## src/rtl/video_pkg.sv

```systemverilog
// Shared 720p timing defaults and pixel type for the video timing compositor.
package video_pkg;

   localparam int HRES_720P   = 1280;
   localparam int VRES_720P   = 720;
   localparam int H_FP_720P   = 110;
   localparam int H_SYNC_720P = 40;
   localparam int H_BP_720P   = 220;
   localparam int V_FP_720P   = 5;
   localparam int V_SYNC_720P = 5;
   localparam int V_BP_720P   = 20;

   typedef logic [23:0] rgb_t;

   function automatic int total_count(int active, int fp, int sync, int bp);
      return active + fp + sync + bp;
   endfunction

   localparam int HTOTAL_720P = total_count(HRES_720P, H_FP_720P, H_SYNC_720P, H_BP_720P);
   localparam int VTOTAL_720P = total_count(VRES_720P, V_FP_720P, V_SYNC_720P, V_BP_720P);

endpackage

```

## src/rtl/layer_mux.sv

```systemverilog
// Fixed-priority layer select: the lowest-index active layer wins, background otherwise.
module layer_mux
   import video_pkg::*;
#(
   parameter int   NUM_LAYERS = 4,
   parameter rgb_t BG_COLOR   = 24'h000000
) (
   input  logic [24*NUM_LAYERS-1:0] layer_pixel,
   input  logic [NUM_LAYERS-1:0]    layer_active,
   output rgb_t                     pixel
);

   // Walk from the lowest priority upward so layer 0 has the final say.
   always_comb begin
      pixel = BG_COLOR;
      for (int i = NUM_LAYERS - 1; i >= 0; i--) begin
         if (layer_active[i]) pixel = layer_pixel[24*i +: 24];
      end
   end

endmodule

```

## src/rtl/video_timing_compositor.sv

```systemverilog
// Raster timing generator with a one-stage registered compositor feeding the HDMI encoder.
module video_timing_compositor
   import video_pkg::*;
#(
   parameter int   HRES       = HRES_720P,
   parameter int   VRES       = VRES_720P,
   parameter int   H_FP       = H_FP_720P,
   parameter int   H_SYNC     = H_SYNC_720P,
   parameter int   H_BP       = H_BP_720P,
   parameter int   V_FP       = V_FP_720P,
   parameter int   V_SYNC     = V_SYNC_720P,
   parameter int   V_BP       = V_BP_720P,
   parameter int   NUM_LAYERS = 4,
   parameter rgb_t BG_COLOR   = 24'h000000
) (
   input  logic                     pixel_clk,
   input  logic                     rst_n,
   output logic signed [11:0]       hpos,
   output logic signed [11:0]       vpos,
   output logic                     fsync,
   input  logic [24*NUM_LAYERS-1:0] layer_pixel,
   input  logic [NUM_LAYERS-1:0]    layer_active,
   output logic [23:0]              rgb,
   output logic                     hsync,
   output logic                     vsync,
   output logic                     de,
   output logic [15:0]              frame_cnt
);

   localparam int HTOTAL = total_count(HRES, H_FP, H_SYNC, H_BP);
   localparam int VTOTAL = total_count(VRES, V_FP, V_SYNC, V_BP);

   localparam logic [11:0] H_LAST   = 12'(HTOTAL - 1);
   localparam logic [11:0] V_LAST   = 12'(VTOTAL - 1);
   localparam logic [11:0] H_ACT    = 12'(HRES);
   localparam logic [11:0] V_ACT    = 12'(VRES);
   localparam logic [11:0] HS_START = 12'(HRES + H_FP);
   localparam logic [11:0] HS_END   = 12'(HRES + H_FP + H_SYNC);
   localparam logic [11:0] VS_START = 12'(VRES + V_FP);
   localparam logic [11:0] VS_END   = 12'(VRES + V_FP + V_SYNC);

   logic [11:0] h_q;
   logic [11:0] v_q;
   logic        de_next;
   logic        hsync_next;
   logic        vsync_next;
   rgb_t        sel_rgb;

   always_ff @(posedge pixel_clk or negedge rst_n) begin
      if (!rst_n) begin
         h_q <= '0;
         v_q <= '0;
      end else if (h_q == H_LAST) begin
         h_q <= '0;
         v_q <= (v_q == V_LAST) ? 12'd0 : v_q + 12'd1;
      end else begin
         h_q <= h_q + 12'd1;
      end
   end

   assign hpos = $signed(h_q);
   assign vpos = $signed(v_q);

   // First blanking line start; counters sit at (0,0) in reset so this stays low there.
   assign fsync = (h_q == 12'd0) && (v_q == V_ACT);

   always_ff @(posedge pixel_clk or negedge rst_n) begin
      if (!rst_n)     frame_cnt <= '0;
      else if (fsync) frame_cnt <= frame_cnt + 16'd1;
   end

   assign de_next    = (h_q < H_ACT) && (v_q < V_ACT);
   assign hsync_next = (h_q >= HS_START) && (h_q < HS_END);
   assign vsync_next = (v_q >= VS_START) && (v_q < VS_END);

   layer_mux #(
      .NUM_LAYERS (NUM_LAYERS),
      .BG_COLOR   (BG_COLOR)
   ) u_layer_mux (
      .layer_pixel  (layer_pixel),
      .layer_active (layer_active),
      .pixel        (sel_rgb)
   );

   always_ff @(posedge pixel_clk or negedge rst_n) begin
      if (!rst_n) begin
         rgb   <= '0;
         de    <= 1'b0;
         hsync <= 1'b0;
         vsync <= 1'b0;
      end else begin
         rgb   <= de_next ? sel_rgb : 24'h000000;
         de    <= de_next;
         hsync <= hsync_next;
         vsync <= vsync_next;
      end
   end

endmodule

```

## config.mk

```make
export PLATFORM = sky130hd
export DESIGN_NAME = video_timing_compositor
export DESIGN_NICKNAME = d
export VERILOG_FILES = /design/src/rtl/video_pkg.sv /design/src/rtl/layer_mux.sv /design/src/rtl/video_timing_compositor.sv
export SDC_FILE = /design/constraint.sdc
export NUM_CORES = 1
export LEC_CHECK = 0
export BUFFER_PORTS_ARGS = -buffer_cell sky130_fd_sc_hd__buf_2
export CAP_MARGIN = 5
export CORE_MARGIN = 1
export CORE_UTILIZATION = 47
export CTS_CLUSTER_DIAMETER = 80
export DETAILED_ROUTE_END_ITERATION = 10
export PLACE_DENSITY = 0.9
export SYNTH_ARGS = -nofsm -noshare
export SYNTH_HDL_FRONTEND = slang
export SYNTH_HIERARCHICAL = 1
export SYNTH_SLANG_ARGS = --single-unit
export TNS_END_PERCENT = 10
```

## constraint.sdc

```tcl
create_clock -name pixel_clk -period 5.95 [get_ports pixel_clk]
set_clock_uncertainty 0.15 [all_clocks]
set_input_delay 1.19 -clock pixel_clk [delete_from_list [all_inputs] [get_ports pixel_clk]]
set_output_delay 1.19 -clock pixel_clk [all_outputs]
set_load 0.02 [all_outputs]
```

# Word-level counts from Yosys, hierarchy flattened
# Index checks and enable logic that the tools add are counted.
[classes]
addsub = 3
n_mul = 0
div_mod_pow = 0
n_lt_le_gt_ge = 6
n_eq_ne = 3
shifts = 0
n_mux = 7
bitwise = 0
n_reduce_logical = 5
[op_table]
columns = ["operator", "count"]
rows = [
  ["$mux W24", 5],
  ["$add A12 B1 Y12 const B", 2],
  ["$eq A12 B10 Y1 const B", 2],
  ["$lt A12 B10 Y1 const B", 2],
  ["$lt A12 B11 Y1 const B", 2],
  ["$mux W12", 2],
  ["$add A16 B1 Y16 const B", 1],
  ["$eq A12 B11 Y1 const B", 1],
  ["$ge A12 B10 Y1 const B", 1],
  ["$ge A12 B11 Y1 const B", 1],
  ["$logic_not A12 Y1", 1],
  ["$logic_and A1 B1 Y1", 4],
]
[word_totals]
register_bits = 67
latch_bits = 0
mem_bits_rw = 0
mem_bits_ro = 0
out_inout_bits = 68
word_cells = 31
mem_count = 0

# Logic depth before layout (Yosys ltp)
[logic_depth]
word_depth = 5
ltp_mapped = 7

# Cells and area by module
# Netlist, hierarchy kept.
[modules_own_cells]
columns = ["mod", "n_inst", "cells_each", "area_each_um2", "seq_area_each_um2"]
rows = [
  ["video_timing_compositor", 1, 282, 3065.4, 1676.6],
  ["layer_mux", 1, 90, 601.8, 0.0],
]

# Worst setup path after synthesis
# OpenSTA, ideal clock, no wires.
[synth_path]
path_kind = "register to output"
from = "register v_q[1], in the netlist vpos[1]"
to = "output port fsync"
t_arrival_ns = 2.138
t_required_ns = 4.610
path_slack_ns = 2.472
path_stages_with_launch = 7
path_buffers = 1
path_cell_list = "dfrtp_1 > inv_1 > ha_1 > nor4bb_1 > nand4_1 > buf_2 > nor4_1"
[synth_via]
elab_chain_len = 2
[synth_lines]
columns = ["element", "line", "source"]
rows = [
  ["start, declared", "video_timing_compositor.sv:43", "logic [11:0] v_q;"],
  ["start signal, assigned", "video_timing_compositor.sv:55", "v_q <= (v_q == V_LAST) ? 12'd0 : v_q + 12'd1;"],
  ["$eq A12 B10 Y1", "video_timing_compositor.sv:65", "assign fsync = (h_q == 12'd0) && (v_q == V_ACT);"],
  ["$logic_and A1 B1 Y1", "video_timing_compositor.sv:65", ""],
  ["end, declared", "video_timing_compositor.sv:20", "output logic fsync,"],
]
# No other way between the ends.

# Worst setup path in the final report
# Same ends and word-level chain as after synthesis.

==> results.ini <==
[worst_setup_path]
r2r-end = frame_cnt[1]
worst-setup-path-type = flip-flop to output pin
critical_path_required_ps = 4610
reg2reg_from = vpos[1]
r2r.worst_path.cells = 6
path_delay_family = simple AND/OR/NAND/NOR gates
critPathCaptureType = output pin
max_stage_delay_ps = 560
worst_setup_path_start_kind = flip-flop
rrSetupSlack_ps = 3390
cp_num_buf_inv = 2
critPathArrivalTime_ps = 2590
crit_chain = inv_1 -> ha_1 -> nor4bb_1 -> nand4_1 -> nor4_1 -> buf_2
slowest_stage = nand4_1
critical_path.max_fanout = 16

[floorplan]
die_x_um = 90.3
die_area_um2 = 8160
core_region_area_um2 = 7410
start_util = 0.495
io_pins = 170
rows = 31
fp.dieH_um = 90.3

[cells_and_area]
area_growth_pct = 28.8
ff_latch_area_um2 = 1680
fin_nets = 639
nFillCells = 611
multiInputGateArea_um2 = 1790
drive_gt1_frac = 0.369

[timing]
drv_slew = 0
tightest_slew_ps = 820
setup_ws_ps = 2020
tns_ps = 0
fin_crit_sh = 0.660
whs_ps = 319
slew-limit-headroom = 0.453
rsz0062_at_grt = false
finalHoldViolations = 0
fmax_mhz = 255
setup_violations = 0
finalCriticalPeriod_ps = 3930

[synthesis]
async_reset_ff_frac = 1.00
yosys.cell_types.count = 53
syn_area_um2 = 3670
syn_inst = 372
yosys_most_used_dff = dfrtp_1
synth-edff-count = 0
ys_seq_area_frac = 0.457
syn-num-nets = 482
synth_seq_cells = 67
ys_warn_count = 6
ys_top_cells_by_area = dfrtp_1 46%, and2_1 4.6%, xor2_1 4.3%
avgSynthCellArea_um2 = 9.86
synth_top_area_share = 0.457
synth_top_area_cell = dfrtp_1

[drt]
remaining_drc_errors = 0
drtIter0Drc = 255
vias_per_cell = 5.62
vias = 3563
final_antenna_net_count = 0
drt-total-wl_mm = 10.2
first_pass_iters = 5
drt-wirelength-per-cell_um = 16.0

[pwr]
ir_drop_uv = 94.5
p_switching_uw = 242
switching_share = 0.235
leakage_nw = 2.42
p_int_uw = 788
clockPowerShare = 0.410
powerDensity_nw_per_um2 = 218
pwr-share-seq = 0.461
p_comb_frac = 0.129

[hold_path]
min_from = frame_cnt[15]
min_path_cells = 1
hold_class = flip-flop to flip-flop
hold-path-endpoint = frame_cnt[15]

[global_routing]
grt_pass1_vias = 3489
track_usage = 0.255
antenna_found_initial = 1
grt_pass1_wl_mm = 16.3
gr-total-overflow = 0
grt_max_degree = 68

[clock_network]
cts_hold_buf = 0
cts_buffers = 9
post-cts-setup-buffers = 0
clockBufferDepth = 2
cts_sinks = 67
htree_levels = 3
tritoncts = yes
clk_pin_slew_ps = 70
clockRootBuffer = clkbuf_8
cts-resized-gates = 0
clkLatencyLatePin_ps = 340

[place]
hpwl_mm = 7.73
io_buffers = 169
gp_congestion = 0.857
dpl_worst_slack_ps = 2370

[status]
status = finished, final reports clean

[job]
drv_cap = 0

per-layer routing:
metal	share of wire	track usage	vias up	wire, um
li1	-	-	1670	-
met1	0.37	0.272	1667	3750
met2	0.52	0.466	191	5320
met3	0.061	0.0505	35	622
met4	0.047	0.149	0	478
met5	0	0	-	0
cell usage after synthesis, types with 2 or more instances:
| cell type | number |
|---|---|
| dfrtp_1 | 67 |
| a21oi_1 | 25 |
| nor4bb_1 | 3 |
| and4_1 | 3 |
| a22oi_1 | 19 |
| o31ai_1 | 2 |
| or3_1 | 2 |
| clkbuf_1 | 4 |
| nand2_1 | 15 |
| inv_1 | 12 |
| and3_1 | 6 |
| xor2_1 | 18 |
| nor2_1 | 20 |
| xnor2_1 | 9 |
| nand3_1 | 15 |
| buf_1 | 2 |
| nand3b_1 | 2 |
| a31oi_1 | 7 |
| ha_1 | 8 |
| nor4_1 | 8 |
| o22ai_1 | 23 |
| buf_6 | 5 |
| and2_1 | 27 |
| nor3_1 | 11 |
| o21ai_0 | 5 |
| buf_2 | 12 |
| o221ai_1 | 2 |
| nor2b_1 | 3 |
| nand4_1 | 11 |
| a22oi_2 | 3 |
sequential cells by signal (all words and copies together) (netlist names):
name and cells:
rgb 24, frame_cnt 16, hpos 12, vpos 12, de 1, hsync 1
vsync 1
logic make-up after synthesis:
logic type,share of synthesized area
AND/OR/NAND/NOR,0.222
flip-flops,0.457
adder cells (fa/ha/maj),0.0273
XOR/XNOR,0.0645
multiplexers,0.00580
buffers and inverters,0.0560
AO/OA/AOI/OAI,0.167
stage by stage:
stage | instances | total power [mW] | cell area, um2 | utilization
final | 634 | 1.03 | 4720 | 0.637
after global routing | 634 | 1.07 | 4720 | 0.637
after CTS | 633 | 1.04 | 4720 | 0.637
after detailed placement | 617 | 0.616 | 4490 | 0.606
after global placement | 617 | 0.612 | 4490 | 0.606
after floorplan | 372 | 0.552 | 3670 | -
layout make-up:
cell class	instances	share of cell area
Inverter	12	0.00954
Multi-Input combinational cell	268	0.378
Tap cell	99	0.0262
Sequential cell	67	0.355
Clock buffer	12	0.0329
Clock inverter	4	0.0154
Timing Repair Buffer	171	0.182
Antenna cell	1	0.000530
worst max-delay path by stage:
stage            start  endpoint  slack, ps  cells past startpoint
6_report       vpos[1]     fsync       2020                      6
3_5_place_dp   vpos[0]     fsync       2370                      6
3_3_place_gp   vpos[1]     fsync       2470                      6
4_1_cts        vpos[0]     fsync       2000                      6
5_1_grt        vpos[0]     fsync       1750                      6
2_1_floorplan  vpos[1]     fsync       2470                      6
worst register-to-register path: stages, from the launching register on:
cell and delay [ps]:
dfrtp_1 410, inv_1 150, ha_1 160, nor4bb_1 280, nand4_1 560, nor2_1 380
mux2_2 370
cell usage in the layout, fill, tap and decap left out, types with 12 or more instances in the layout:
cell / n
xor2_1: 18
inv_1: 12
nand2_1: 15
dfrtp_1: 67
a21oi_1: 25
o22ai_1: 23
nand3_1: 15
a22oi_1: 19
nor2_1: 20
buf_2: 169
and2_1: 27
power groups by stage:
stage | clock [mW] | sequential [mW] | combinational (mW)
after floorplan | 0 | 0.504 | 0.0476
after CTS | 0.432 | 0.475 | 0.132
final | 0.422 | 0.475 | 0.132
after detailed placement | 0 | 0.484 | 0.132
after global placement | 0 | 0.483 | 0.129
after global routing | 0.451 | 0.476 | 0.143
(Power assumes the default switching activity.)
